<file path="src/rtl/multiplier_if.sv">
// Operand/strobe/result bundle for the sequential shift-add multiplier.
//   master : drives operands and phase strobes, observes the result
//   slave  : the multiplier itself
// Signals:
//   data_in_a, data_in_b : unsigned operands (WORD_LENGTH bits each)
//   Start, FinishLoad, FinishShift, Finish : phase strobes, level sampled
//   Reset_Sync           : synchronous abort/clear back to idle
//   data_out             : registered product (2*WORD_LENGTH bits)
//   ready                : result valid
//   cout                 : carry out of the final add step
interface multiplier_if #(
    parameter int WORD_LENGTH = 4
) ();
    logic [WORD_LENGTH-1:0]   data_in_a;
    logic [WORD_LENGTH-1:0]   data_in_b;
    logic                     Start;
    logic                     FinishLoad;
    logic                     FinishShift;
    logic                     Finish;
    logic                     Reset_Sync;
    logic [2*WORD_LENGTH-1:0] data_out;
    logic                     ready;
    logic                     cout;

    modport master (
        output data_in_a, data_in_b, Start, FinishLoad, FinishShift, Finish, Reset_Sync,
        input  data_out, ready, cout
    );

    modport slave (
        input  data_in_a, data_in_b, Start, FinishLoad, FinishShift, Finish, Reset_Sync,
        output data_out, ready, cout
    );
endinterface

</file>
<file path="src/rtl/multiplier.sv">
// Sequential unsigned shift-add multiplier, one partial-product step per cycle.
// Phases are advanced by external level strobes: Start (idle -> load, operands
// captured), FinishLoad (load -> shift), FinishShift (shift -> finish, only
// after all WORD_LENGTH steps), Finish (finish -> done, result published).
// Ports:
//   clk   : rising-edge clock
//   reset : synchronous active-high reset, highest priority
//   bus   : multiplier_if slave (operands, strobes, Reset_Sync, data_out,
//           ready, cout)
module multiplier #(
    parameter int WORD_LENGTH = 4
) (
    input  logic         clk,
    input  logic         reset,
    multiplier_if.slave  bus
);
    localparam int N    = WORD_LENGTH;
    localparam int CntW = $clog2(N + 1);

    typedef enum logic [2:0] {
        StIdle,
        StLoad,
        StShift,
        StFinish,
        StDone
    } state_t;

    state_t          state_q, state_d;
    logic [N-1:0]    a_q, a_d;
    logic [N-1:0]    q_q, q_d;
    logic [N-1:0]    acc_q, acc_d;
    logic [CntW-1:0] cnt_q, cnt_d;
    logic            c_q, c_d;
    logic [2*N-1:0]  data_out_q, data_out_d;
    logic            cout_q, cout_d;

    // Step datapath
    logic [N:0]      sum;
    logic            step_c;
    logic [N-1:0]    step_acc;
    logic [N:0]      acc_ext;
    logic [N:0]      q_ext;
    logic            steps_done;

    assign sum        = {1'b0, acc_q} + {1'b0, a_q};
    assign step_c     = q_q[0] ? sum[N] : 1'b0;
    assign step_acc   = q_q[0] ? sum[N-1:0] : acc_q;
    // {c, ACC, Q} >> 1, split into its two halves so that N = 1 stays legal.
    assign acc_ext    = {step_c, step_acc};
    assign q_ext      = {acc_ext[0], q_q};
    assign steps_done = (cnt_q == CntW'(N));

    always_comb begin
        state_d    = state_q;
        a_d        = a_q;
        q_d        = q_q;
        acc_d      = acc_q;
        cnt_d      = cnt_q;
        c_d        = c_q;
        data_out_d = data_out_q;
        cout_d     = cout_q;

        if (bus.Reset_Sync) begin
            state_d    = StIdle;
            a_d        = '0;
            q_d        = '0;
            acc_d      = '0;
            cnt_d      = '0;
            c_d        = 1'b0;
            data_out_d = '0;
            cout_d     = 1'b0;
        end else begin
            case (state_q)
                StIdle: begin
                    if (bus.Start) begin
                        state_d = StLoad;
                        a_d     = bus.data_in_a;
                        q_d     = bus.data_in_b;
                        acc_d   = '0;
                        cnt_d   = '0;
                        c_d     = 1'b0;
                    end
                end
                StLoad: begin
                    if (bus.FinishLoad) begin
                        state_d = StShift;
                    end
                end
                StShift: begin
                    if (!steps_done) begin
                        acc_d = acc_ext[N:1];
                        q_d   = q_ext[N:1];
                        // Keep the add carry itself: it is the MSB shifted into ACC
                        // and also what cout reports.
                        c_d   = step_c;
                        cnt_d = cnt_q + CntW'(1);
                    end else if (bus.FinishShift) begin
                        state_d = StFinish;
                    end
                end
                StFinish: begin
                    if (bus.Finish) begin
                        state_d    = StDone;
                        data_out_d = {acc_q, q_q};
                        cout_d     = c_q;
                    end
                end
                StDone: begin
                    // Hold the result until Reset_Sync or reset.
                end
                default: begin
                    state_d = StIdle;
                end
            endcase
        end
    end

    always_ff @(posedge clk) begin
        if (reset) begin
            state_q    <= StIdle;
            a_q        <= '0;
            q_q        <= '0;
            acc_q      <= '0;
            cnt_q      <= '0;
            c_q        <= 1'b0;
            data_out_q <= '0;
            cout_q     <= 1'b0;
        end else begin
            state_q    <= state_d;
            a_q        <= a_d;
            q_q        <= q_d;
            acc_q      <= acc_d;
            cnt_q      <= cnt_d;
            c_q        <= c_d;
            data_out_q <= data_out_d;
            cout_q     <= cout_d;
        end
    end

    assign bus.data_out = data_out_q;
    assign bus.cout     = cout_q;
    assign bus.ready    = (state_q == StDone);

endmodule

</file>
<file path="src/flat_wrapper.sv">
// flat-port wrapper written by rule: the top's interface ports become plain ports
module multiplier_flat 
#(
    parameter int WORD_LENGTH = 4
)
  (clk, reset, bus_data_in_a, bus_data_in_b, bus_Start, bus_FinishLoad, bus_FinishShift, bus_Finish, bus_Reset_Sync, bus_data_out, bus_ready, bus_cout);
  multiplier_if #(.WORD_LENGTH(WORD_LENGTH)) bus_i ();
  input  logic clk;
  input  logic reset;
  input wire logic [$bits(bus_i.data_in_a)-1:0] bus_data_in_a;
  input wire logic [$bits(bus_i.data_in_b)-1:0] bus_data_in_b;
  input wire logic [$bits(bus_i.Start)-1:0] bus_Start;
  input wire logic [$bits(bus_i.FinishLoad)-1:0] bus_FinishLoad;
  input wire logic [$bits(bus_i.FinishShift)-1:0] bus_FinishShift;
  input wire logic [$bits(bus_i.Finish)-1:0] bus_Finish;
  input wire logic [$bits(bus_i.Reset_Sync)-1:0] bus_Reset_Sync;
  output wire logic [$bits(bus_i.data_out)-1:0] bus_data_out;
  output wire logic [$bits(bus_i.ready)-1:0] bus_ready;
  output wire logic [$bits(bus_i.cout)-1:0] bus_cout;
  assign bus_i.data_in_a = bus_data_in_a;
  assign bus_i.data_in_b = bus_data_in_b;
  assign bus_i.Start = bus_Start;
  assign bus_i.FinishLoad = bus_FinishLoad;
  assign bus_i.FinishShift = bus_FinishShift;
  assign bus_i.Finish = bus_Finish;
  assign bus_i.Reset_Sync = bus_Reset_Sync;
  assign bus_data_out = bus_i.data_out;
  assign bus_ready = bus_i.ready;
  assign bus_cout = bus_i.cout;
  multiplier #(.WORD_LENGTH(WORD_LENGTH)) u_core (.clk(clk), .reset(reset), .bus(bus_i));
endmodule
</file>
<file path="config.mk">
export PLATFORM = sky130hd
export DESIGN_NAME = multiplier_flat
export DESIGN_NICKNAME = d
export VERILOG_FILES = /design/src/rtl/multiplier_if.sv /design/src/rtl/multiplier.sv /design/src/flat_wrapper.sv
export SDC_FILE = /design/constraint.sdc
export NUM_CORES = 1
export LEC_CHECK = 0
export CELL_PAD_IN_SITES_DETAIL_PLACEMENT = 1
export CELL_PAD_IN_SITES_GLOBAL_PLACEMENT = 2
export CORE_MARGIN = 2
export CORE_UTILIZATION = 33
export CTS_CLUSTER_SIZE = 12
export DETAILED_ROUTE_END_ITERATION = 8
export GPL_ROUTABILITY_DRIVEN = 0
export PLACE_DENSITY_LB_ADDON = 0.1
export SLEW_MARGIN = 20
export SYNTH_ARGS = -nofsm -noshare
export SYNTH_HDL_FRONTEND = slang
export SYNTH_SLANG_ARGS = --single-unit
</file>
<file path="constraint.sdc">
create_clock -name clk -period 2.97 [get_ports clk]
set_clock_uncertainty 0.15 [all_clocks]
set_input_delay 0.297 -clock clk [delete_from_list [all_inputs] [get_ports clk]]
set_output_delay 0.297 -clock clk [all_outputs]
set_load 0.005 [all_outputs]
</file>
# After elaboration in Yosys (flattened, before gate mapping)
# Cells that the tools add are included.
# op_classes
reduce_logical,7
eq_ne,11
n_addsub,2
bitwise,1
shifts,0
div_mod_pow,0
n_lt_le_gt_ge,0
n_mux,20
n_mul,0
# op_table
op,count
$mux W3,7
$mux W4,5
$pmux W4 S2,2
$pmux W3 S5,1
$ne A2 B2 Y1 const B,5
$eq A3 B2 Y1 const B,2
$eq A3 B3 Y1 const B,2
$pmux W3 S2,1
$reduce_and A6 Y1,1
$add A4 B4 Y5,1
$reduce_and A2 Y1,2
$add A3 B1 Y3 const B,1
$eq A3 B1 Y1 const B,1
$logic_not A3 Y1,1
$mux W1,3
$reduce_and A3 Y1,1
$ne A2 B1 Y1 const B,1
$pmux W1 S2,1
$reduce_bool A2 Y1,1
$reduce_or A2 Y1,1
$not A1 Y1,1
# totals
ram_bits,0
out_inout_bits,10
latch_bits,0
mem_count,0
reg_bits,28
mem_bits_ro,0

# Depth between registers and ports, before layout
# Gate-level depths: netlist (run 1).
# logic_depth
ltp_word,4
depth_mapped,7
mapped_depth_nobuf,7

# Worst setup path after synthesis (run 1)
# OpenSTA, ideal clock, no wires.
# synth_path
kind,register to register
startpoint,reg u_core.acc_q[0]
endpoint,reg u_core.acc_q[1]
t_arrival_ns,1.438
setup_time_ns,0.132
n_path_buf,0
t_required_ns,2.688
path_stages_with_launch,8
setup_slack_ns,1.250
period_less_slack_ns,1.720
path_cell_list,dfxtp_1 > ha_1 > inv_1 > fa_1 > xnor2_1 > mux2_2 > nand3_1 > a21oi_1
# synth_between
elab_chain_cells,4
# synth_lines
item,line_no,rtl
start: declaration,multiplier.sv:31,"logic [N-1:0] acc_q, acc_d;"
start signal: assignment,multiplier.sv:123,acc_q <= '0;
start signal: assignment,multiplier.sv:132,acc_q <= acc_d;
$add A4 B4 Y5,multiplier.sv:45,"assign sum = {1'b0, acc_q} + {1'b0, a_q};"
$mux W4,multiplier.sv:47,assign step_acc = q_q[0] ? sum[N-1:0] : acc_q;
$mux W4,multiplier.sv:90,if (!steps_done) begin
$pmux W4 S2,multiplier.sv:73,case (state_q)
# No other way between the ends. The select of a mux whose other input is x is not followed.
# A chain may end at the register's enable or synchronous reset.

# Worst setup path after layout (run 1)
# layout_path
startpoint,reg u_core.state_q[2]
endpoint,out bus_ready
# layout_between
elab_chain_cells,1
# layout_lines
item,line_no,rtl
start: declaration,multiplier.sv:28,"state_t state_q, state_d;"
start signal: assignment,multiplier.sv:120,state_q <= StIdle;
start signal: assignment,multiplier.sv:129,state_q <= state_d;
$eq A3 B3 Y1,multiplier.sv:142,assign bus.ready = (state_q == StDone);
end: declaration,flat_wrapper.sv:18,output wire logic [$bits(bus_i.ready)-1:0] bus_ready;
# No other way between the ends.

==> impl_metrics.json, run 1 <==
{
  "grt_overflow": 0,
  "top_level_ports": 25,
  "fillers": 457,
  "postCtsSetupRepairBufs": 0,
  "syn2layout_area_growth_pct": 21.5,
  "cp-end-kind": "output port",
  "hold_path.class": "flip-flop to flip-flop",
  "cts.clk_slew.worst_paths_ps": 80,
  "drv_slew": 0,
  "cts_tree": "done",
  "required_ps": 2520,
  "drv_cap": 0,
  "grt_setup_unrepaired": "false",
  "max_freq_mhz": 473,
  "synth_edf_count": 0,
  "dr.first_iter.drc_count": 38,
  "ys_seq_area_share_pct": 39.2,
  "crit_arrival_ps": 1670,
  "relSlewSlack_pct": 63.3,
  "drcViolationCount": 0,
  "cts.sinks": 26,
  "multi_input_area_um2": 726,
  "worstSkewPairLatency_ps": 260,
  "finalSetupViolations": 0,
  "root_buffer": "clkbuf_8",
  "leakagePower_nw": 0.549,
  "synth_top_area_cell": "dfxtp_1",
  "timing.final.crit_share_pct": 71.2,
  "die-height_um": 67.4,
  "ys.flop_type": "dfxtp_1",
  "final_area_um2": 1610,
  "dieArea_um2": 4550,
  "initial_utilization_pct": 33.7,
  "netlist_area_um2": 1330,
  "final-hold-violation-count": 0,
  "vias": 1070,
  "worst_slew_pin_slew_ps": 547,
  "post-synth-top-count-cell": "dfxtp_1",
  "vias_per_cell": 4.98,
  "hold_depth": 2,
  "placed_area_um2": 1570,
  "grt_pass1_vias": 1084,
  "synthCells": 148,
  "post_drt_wl_per_cell_um": 13.0,
  "antenna_cells": 0,
  "ys_top_cells_by_count": "26 x dfxtp_1, 24 x nand2_1, 16 x a21oi_1, 16 x nor2_1, 8 x mux2i_1",
  "timing.final.crit_period_ps": 2120,
  "synth-async-reset-ratio_pct": 0,
  "antenna_found_initial": 0,
  "postRouteAntennaNets": 0,
  "fin_tns_setup_ps": 0,
  "synth_area_leaders": "dfxtp_1 39%, nand2_1 6.8%, a21oi_1 6.0%",
  "port_buffers": 24,
  "numCtsBuffers": 3,
  "rows": 23,
  "cts_resized": 0,
  "path_cells": "nor3b_1 > clkdlybuf4s50_1",
  "wl_mm": 2.80,
  "cp-start-kind": "flip-flop",
  "p_per_area_nw_per_um2": 380,
  "ys_ff_latch": 26,
  "nets": 189,
  "htree_num_levels": 1,
  "slowest_stage": "dfxtp_1",
  "hold_buffers": 0,
  "cts.path.max_buffers": 2,
  "final_layout_size_suffix_gt1_share_pct": 6.06,
  "status": "complete, no violations",
  "worstSetupPathType": "flip-flop to output port",
  "grt_pass1_wl_mm": 4.90,
  "syn-num-nets": 170,
  "avgSynthCellArea_um2": 8.97,
  "first_pass_iters": 4,
  "critPathMaxFanout": 8,
  "peakVddDrop_mv": 0.174,
  "hpwl_mm": 2.18,
  "synth_top_area_share_pct": 39.2,
  "post-route-util_pct": 40.9,
  "reg2regPathDepth": 4,
  "grtUsageTotal_pct": 14.2,
  "synth.distinct_cells": 41,
  "fp.dieW_um": 67.4,
  "seq_area_um2": 520,
  "grt_start_max_net_pins": 28,
  "yosysWarnings": 0,
  "cp_slowest_stage_delay_ps": 550,
  "core-area_um2": 3940
}
area by class of cell:
type,instances,area share (%)
multi-input cells,106,45.0
flip-flops and latches,26,32.3
repair buffers,24,14.9
well taps,50,3.88
clock buffers,3,2.56
inverters,6,1.40
kinds of logic (layout without fill, tap and decap cells):
| family | count (synthesis) | count (layout) | synth area share [%] |
|---|---|---|---|
| simple gates | 58 | 58 | 22.7 |
| compound gates | 30 | 30 | 15.6 |
| flops | 26 | 26 | 39.2 |
| fa+ha+maj | 7 | 7 | 7.16 |
| buf+inv | 16 | 33 | 6.13 |
| xor+xnor | 1 | 1 | 0.660 |
| mux | 10 | 10 | 8.58 |
final timing paths:
path	from	endpoint	slack, ps
worst min register to register	u_core.bus.data_out[4]$_SDFFE_PP0P_	u_core.bus.data_out[4]$_SDFFE_PP0P_	310
worst max-delay path	u_core.state_q[2]$_SDFFE_PP0P_	bus_ready	850
worst max register to register	u_core.state_q[1]$_SDFFE_PP0P_	u_core.cnt_q[0]$_SDFFE_PP0P_	1080
worst min-delay path	u_core.bus.data_out[4]$_SDFFE_PP0P_	u_core.bus.data_out[4]$_SDFFE_PP0P_	310
cell usage in the layout (no fill, tap or decap), drive strengths merged, types with 2 or more instances in the layout:
cell,synthesis,routed
clkdlybuf4s50,0,24
nand2,24,24
ha,6,6
inv,6,6
nor3b,3,3
nand3,3,3
a21oi,16,16
mux2i,8,8
a211oi,4,4
dfxtp,26,26
o211ai,2,2
nor2,16,16
clkbuf,3,3
a22oi,2,2
critical path, delay by kind of cell (launching register included):
| family | cells | cell delay [ps] |
|---|---|---|
| buffers and inverters | 1 | 550 |
| and+or+nand+nor | 1 | 300 |
| DFF | 1 | 550 |
routing by layer:
layer,routed length [um],global-route usage (%)
met5,0,0
met2,1390,27.2
met4,29,4.59
met1,1260,15.8
met3,124,2.17
through the flow:
stage	total power, mW	std cells	worst slack [ps]	hold slack [ps]
2_1_floorplan	0.402	148	1250	286
3_3_place_gp	0.426	212	1020	297
3_5_place_dp	0.428	212	981	298
4_1_cts	0.622	215	819	311
5_1_grt	0.641	215	704	331
6_report	0.613	215	855	305
state kept, by name (all words and copies together), names as in the netlist:
| register | cells |
|---|---|
| u_core.a_q | 4 |
| u_core.cnt_q | 3 |
| u_core.q_q | 4 |
| u_core.acc_q | 4 |
| u_core.bus.cout | 1 |
| u_core.state_q | 3 |
| u_core.bus.data_out | 7 |
report_power, final:
| group | switching, mW | leakage (nW) | internal (mW) |
|---|---|---|---|
| combinational | 0.0256 | 0.317 | 0.0319 |
| sequential | 0.00732 | 0.210 | 0.353 |
| clock | 0.104 | 0.0216 | 0.0907 |
Power figures use the tool's default switching activity.
==> run 2: changes to the inputs <==
CORE_UTILIZATION = 28   (was 33)
clock period = 1.9 ns   (was 2.97 ns; I/O delays follow)
==> run 2 against run 1 <==
Effect of this change:
- hold slack better by 0.87 ps
- via count is 5.3% higher
- core utilization decreased by 3.7 points
- first-iteration DRC count up 29%
- global-route usage down 0.41 points
- sequential power up 55%
- final area grew 7.4%
- combinational power up 93%
- total power is 86% higher
- die area up 17%
- non-clock buffer count up 10
- largest cell class unchanged
==> impl_metrics.json, run 2 (synthesized netlist as in run 1, its figures left out) <==
{
  "status": "complete, no violations",
  "power.total_mw": 1.14,
  "antenna_cells": 0,
  "rows": 25,
  "p_per_area_nw_per_um2": 657,
  "peakVddDrop_mv": 0.262,
  "worst_slew_pin_slew_ps": 443,
  "cp-end-kind": "flip-flop",
  "final_area_um2": 1730,
  "core-area_um2": 4660,
  "worstSkewPairLatency_ps": 270,
  "p_switching_mw": 0.243,
  "numCtsBuffers": 3,
  "htree_num_levels": 1,
  "grt_pass1_vias": 1132,
  "hold_buffers": 0,
  "cp-start-kind": "flip-flop",
  "syn2layout_area_growth_pct": 30.5,
  "final_layout_size_suffix_gt1_share_pct": 13.6,
  "power_frac_seq_pct": 49.2,
  "hold_depth": 2,
  "p_sw_share_pct": 21.4,
  "worstSetupPathType": "flip-flop to flip-flop",
  "largest_register_ffs": 7,
  "cts_tree": "done",
  "place_inst": 226,
  "vias": 1127,
  "die-height_um": 72.9,
  "reg2regPathDepth": 7,
  "grtUsageTotal_pct": 13.8,
  "reg2reg_from": "u_core.acc_q[0]$_SDFFE_PP0P_",
  "wl_mm": 3.31,
  "dr.first_iter.drc_count": 49,
  "grt_setup_unrepaired": "false",
  "drcViolationCount": 0,
  "root_buffer": "clkbuf_8",
  "r2r-end": "u_core.acc_q[1]$_SDFFE_PP0P_",
  "grt_overflow": 0,
  "grtUsageMet3_pct": 2.21,
  "hp-start": "u_core.bus.data_out[1]$_SDFFE_PP0P_",
  "post-route-util_pct": 37.2,
  "nets": 199,
  "fillers": 560,
  "placed_area_um2": 1650,
  "leakagePower_nw": 0.619,
  "final_cells": 230,
  "grt_start_max_net_pins": 16,
  "port_buffers": 24,
  "initial_utilization_pct": 28.5,
  "required_ps": 1920,
  "met1_usage_pct": 17.8,
  "r2r_slack_ps": 110,
  "finalSetupViolations": 0,
  "top_level_ports": 25,
  "power.internal_mw": 0.896,
  "seq_area_um2": 526,
  "timing.final.crit_share_pct": 94.2,
  "power.share.clock_pct": 41.1,
  "mostFrequentLayoutCells": "24 x nand2_1, 24 x clkdlybuf4s50_1, 24 x dfxtp_1",
  "hpwl_mm": 2.53,
  "postCtsSetupRepairBufs": 0,
  "hold_path.class": "flip-flop to flip-flop",
  "crit_arrival_ps": 1810,
  "power_frac_comb_pct": 9.7,
  "post_drt_wl_per_cell_um": 14.4,
  "drv_slew": 0,
  "relSlewSlack_pct": 70.4,
  "max_freq_mhz": 559,
  "dieArea_um2": 5310,
  "critPathMaxFanout": 4,
  "cts.clk_slew.worst_paths_ps": 90,
  "cts.path.max_buffers": 2,
  "first_pass_iters": 4,
  "antenna_found_initial": 0,
  "drv_cap": 0,
  "min_to": "u_core.bus.data_out[1]$_SDFFE_PP0P_",
  "vias_per_cell": 4.90,
  "cts.sinks": 26,
  "timing.final.crit_period_ps": 1790,
  "postRouteAntennaNets": 0,
  "fin_tns_setup_ps": 0,
  "grt_busiest_layer": "met2",
  "grt_use_met2_pct": 22.4,
  "fp.dieW_um": 72.9,
  "final-hold-violation-count": 0,
  "multi_input_area_um2": 731,
  "grt_pass1_wl_mm": 5.56
}
run 2: worst max-delay path by stage:
| stage | slack [ps] | start | to | cells after the start |
|---|---|---|---|---|
| floorplan | 180 | u_core.acc_q[0]$_SDFFE_PP0P_ | u_core.acc_q[1]$_SDFFE_PP0P_ | 7 |
| global placement | 140 | u_core.acc_q[0]$_SDFFE_PP0P_ | u_core.acc_q[1]$_SDFFE_PP0P_ | 7 |
| detailed placement | 80 | u_core.acc_q[0]$_SDFFE_PP0P_ | u_core.acc_q[1]$_SDFFE_PP0P_ | 7 |
| CTS | 50 | u_core.state_q[2]$_SDFFE_PP0P_ | bus_ready | 2 |
| global route | 20 | u_core.state_q[2]$_SDFFE_PP0P_ | bus_ready | 2 |
| finish | 110 | u_core.acc_q[0]$_SDFFE_PP0P_ | u_core.acc_q[1]$_SDFFE_PP0P_ | 7 |
run 2: critical path: stages, from the launching register on:
cell	delay, ps
dfxtp_2	380
ha_1	180
inv_1	60
fa_1	400
xnor2_1	140
mux2_2	260
nand3_1	80
a21oi_1	60
run 2: metrics by stage:
stage               setup slack [ps]  hold slack (ps)
finish                           110              306
global route                    21.4              333
CTS                             45.1              311
detailed placement              78.7              296
global placement                 141              294
floorplan                        180              179
run 2: power groups by stage:
stage,Combinational [mW],Sequential (mW),Clock (mW)
after floorplan,0.0596,0.569,0
after global placement,0.112,0.574,0
after detailed placement,0.113,0.574,0
after CTS,0.114,0.562,0.496
after global routing,0.121,0.562,0.513
final,0.111,0.560,0.468
run 2: repair_timing:
item	CTS	global route
gates resized for setup	2	2
cloned	0	0
setup endpoints to repair	1	2
run 2: area by class of cell:
| cell class | count | share of cell area (%) |
|---|---|---|
| clock buffers | 3 | 2.38 |
| clock inverters | 1 | 1.73 |
| inverters | 6 | 1.30 |
| multi-input cells | 106 | 42.2 |
| flip-flops and latches | 26 | 30.3 |
| well taps | 54 | 3.90 |
| repair buffers | 34 | 18.2 |
run 2: layer usage:
metal	vias to the layer above	wire length, um
met1	535	1610
li1	568	-
met4	0	51
met2	20	1520
met3	4	125
met5	-	0
==> run 3: changes to the inputs <==
ABC_AREA = 1   (was unset)
CORE_UTILIZATION = 26   (was 28)
==> run 3 against run 2 <==
Effect of this change:
- combinational power grew 86%
- total power increased by 1.6%
- first-iteration DRC count down 61%
- sequential power grew 4.5%
- die area up 14%
- global-route usage fell by 0.21 points
- sequential share of layout area shrank 1.4 points
- non-clock buffer count shrank 4
- highest routed layer unchanged
- flip-flop and latch count is the same
- final cell count grew 30%
==> impl_metrics.json, run 3 <==
{
  "max_freq_mhz": 551,
  "finalSetupViolations": 0,
  "post-synth-top-count-cell": "nand2_1",
  "crit_buf_inv": 2,
  "fp.dieW_um": 77.9,
  "ys_ff_latch": 26,
  "final_cells": 300,
  "die-height_um": 77.9,
  "fillers": 639,
  "antenna_found_initial": 0,
  "initial_utilization_pct": 27.4,
  "syn-num-nets": 225,
  "hold_path.class": "flip-flop to flip-flop",
  "port_buffers": 24,
  "postCtsSetupRepairBufs": 0,
  "avgSynthCellArea_um2": 6.99,
  "place_inst": 296,
  "worstSetupPathType": "flip-flop to output port",
  "synth_edf_count": 0,
  "critPathMaxFanout": 6,
  "status": "complete, no violations",
  "synth-async-reset-ratio_pct": 0,
  "yosysWarnings": 0,
  "synth_top_area_cell": "dfxtp_1",
  "netlist_area_um2": 1420,
  "drv_slew": 0,
  "slowest_stage": "clkdlybuf4s50_1",
  "hpwl_mm": 3.01,
  "place_ws_ps": 171,
  "final-hold-violation-count": 0,
  "ys_top_cells_by_count": "48 x nand2_1, 26 x dfxtp_1, 26 x inv_1",
  "leakagePower_nw": 0.736,
  "synthCells": 203,
  "largest_register_ffs": 7,
  "top_level_ports": 25,
  "whs_ps": 313,
  "synth.distinct_cells": 24,
  "cp-start-kind": "flip-flop",
  "fin_tns_setup_ps": 0,
  "grt_pass1_vias": 1398,
  "cts.path.max_buffers": 2,
  "first_pass_iters": 4,
  "cp-end-kind": "output port",
  "nets": 253,
  "timing.final.crit_period_ps": 1820,
  "grtUsageTotal_pct": 13.6,
  "core-area_um2": 5170,
  "grt_pass1_wl_mm": 6.57,
  "worstSkewPairLatency_ps": 270,
  "path_cells": "nor2_1 > nand2_1 > inv_1 > clkdlybuf4s50_1",
  "dr.first_iter.drc_count": 19,
  "rows": 26,
  "root_buffer": "clkbuf_8",
  "timing.final.crit_share_pct": 95.6,
  "ys_seq_area_share_pct": 36.7,
  "hold_buffers": 0,
  "vias": 1344,
  "p_per_area_nw_per_um2": 640,
  "layout_setup_ws_ps": 83.8,
  "peakVddDrop_mv": 0.299,
  "antenna_cells": 0,
  "cp_slowest_stage_delay_ps": 490,
  "mostFrequentLayoutCells": "48 x nand2_1, 26 x inv_1, 24 x clkdlybuf4s50_1, 24 x dfxtp_1, 22 x a21oi_1",
  "vias_per_cell": 4.48,
  "synth_area_leaders": "dfxtp_1 37%, nand2_1 13%, a21oi_1 7.8%",
  "synth_top_area_share_pct": 36.7,
  "post_drt_wl_per_cell_um": 12.7,
  "grt_start_max_net_pins": 15,
  "ys.flop_type": "dfxtp_1",
  "required_ps": 1560,
  "worst_slew_pin_slew_ps": 428,
  "drv_cap": 0,
  "syn2layout_area_growth_pct": 27.5,
  "grt_overflow": 0,
  "relSlewSlack_pct": 71.5,
  "dieArea_um2": 6060,
  "crit_arrival_ps": 1480,
  "final_layout_size_suffix_gt1_share_pct": 10.0,
  "cts_tree": "done",
  "cts.clk_slew.worst_paths_ps": 90,
  "grt_setup_unrepaired": "false",
  "wl_mm": 3.80,
  "post-route-util_pct": 35.0,
  "crit_family": "buffers and inverters",
  "cts.sinks": 26,
  "postRouteAntennaNets": 0,
  "layout_commonest_cell": "nand2_1",
  "drcViolationCount": 0,
  "numCtsBuffers": 3,
  "htree_num_levels": 1
}
run 3: tightest hold or removal path, stage by stage (launching register included):
cell     delay [ps]
dfxtp_1         320
inv_1            50
a21oi_1          50
run 3: cell type report:
type                            count  area (um^2)  share of cell area [%]
Clock buffer                        4         55.1                    3.04
Inverter                           26         97.6                    5.39
Multi-Input combinational cell    144          761                    42.0
Sequential cell                    26          523                    28.9
Tap cell                           70         87.6                    4.84
Timing Repair Buffer               30          285                    15.8
run 3: layer usage:
metal,vias up,part of all wire (%),track usage (%)
li1,705,-,-
met1,623,48,17.6
met2,12,48,23.1
met3,4,2.1,2.21
met4,0,1.0,3.75
met5,-,0,0
run 3: cells by family (layout without fill, tap and decap cells):
family	count (synthesis)	in the layout	share of synthesized area, %
compound gates	35	35	13.4
fa+ha+maj	7	7	6.70
xor+xnor	1	1	0.617
simple gates	101	101	32.7
buf+inv	33	60	9.88
flops	26	26	36.7
run 3: final timing paths:
kind	startpoint	end	cells after the start	slack, ps
min	u_core.a_q[3]$_SDFFE_PP0P_	u_core.a_q[3]$_SDFFE_PP0P_	2	310
max	u_core.state_q[0]$_SDFFE_PP0P_	bus_ready	4	80
max reg2reg	u_core.acc_q[0]$_SDFFE_PP0P_	u_core.acc_q[1]$_SDFFE_PP0P_	10	210
min reg2reg	u_core.a_q[3]$_SDFFE_PP0P_	u_core.a_q[3]$_SDFFE_PP0P_	2	310
run 3: power by group:
part           leakage, nW  internal (mW)  switching [mW]
logic                0.496         0.0867           0.120
clock network       0.0288          0.185           0.180
registers            0.212          0.563          0.0226
run 3: stage by stage:
step | power [mW] | cell area [um^2]
5_1_grt | 1.23 | 1810
4_1_cts | 1.18 | 1800
2_1_floorplan | 0.732 | 1420
3_3_place_gp | 0.803 | 1750
3_5_place_dp | 0.808 | 1750
6_report | 1.16 | 1810
run 3: repair_timing:
item,4_1_cts,5_1_grt
hold endpoints to repair,0,0
setup endpoints to repair,0,2
resized for setup,0,3
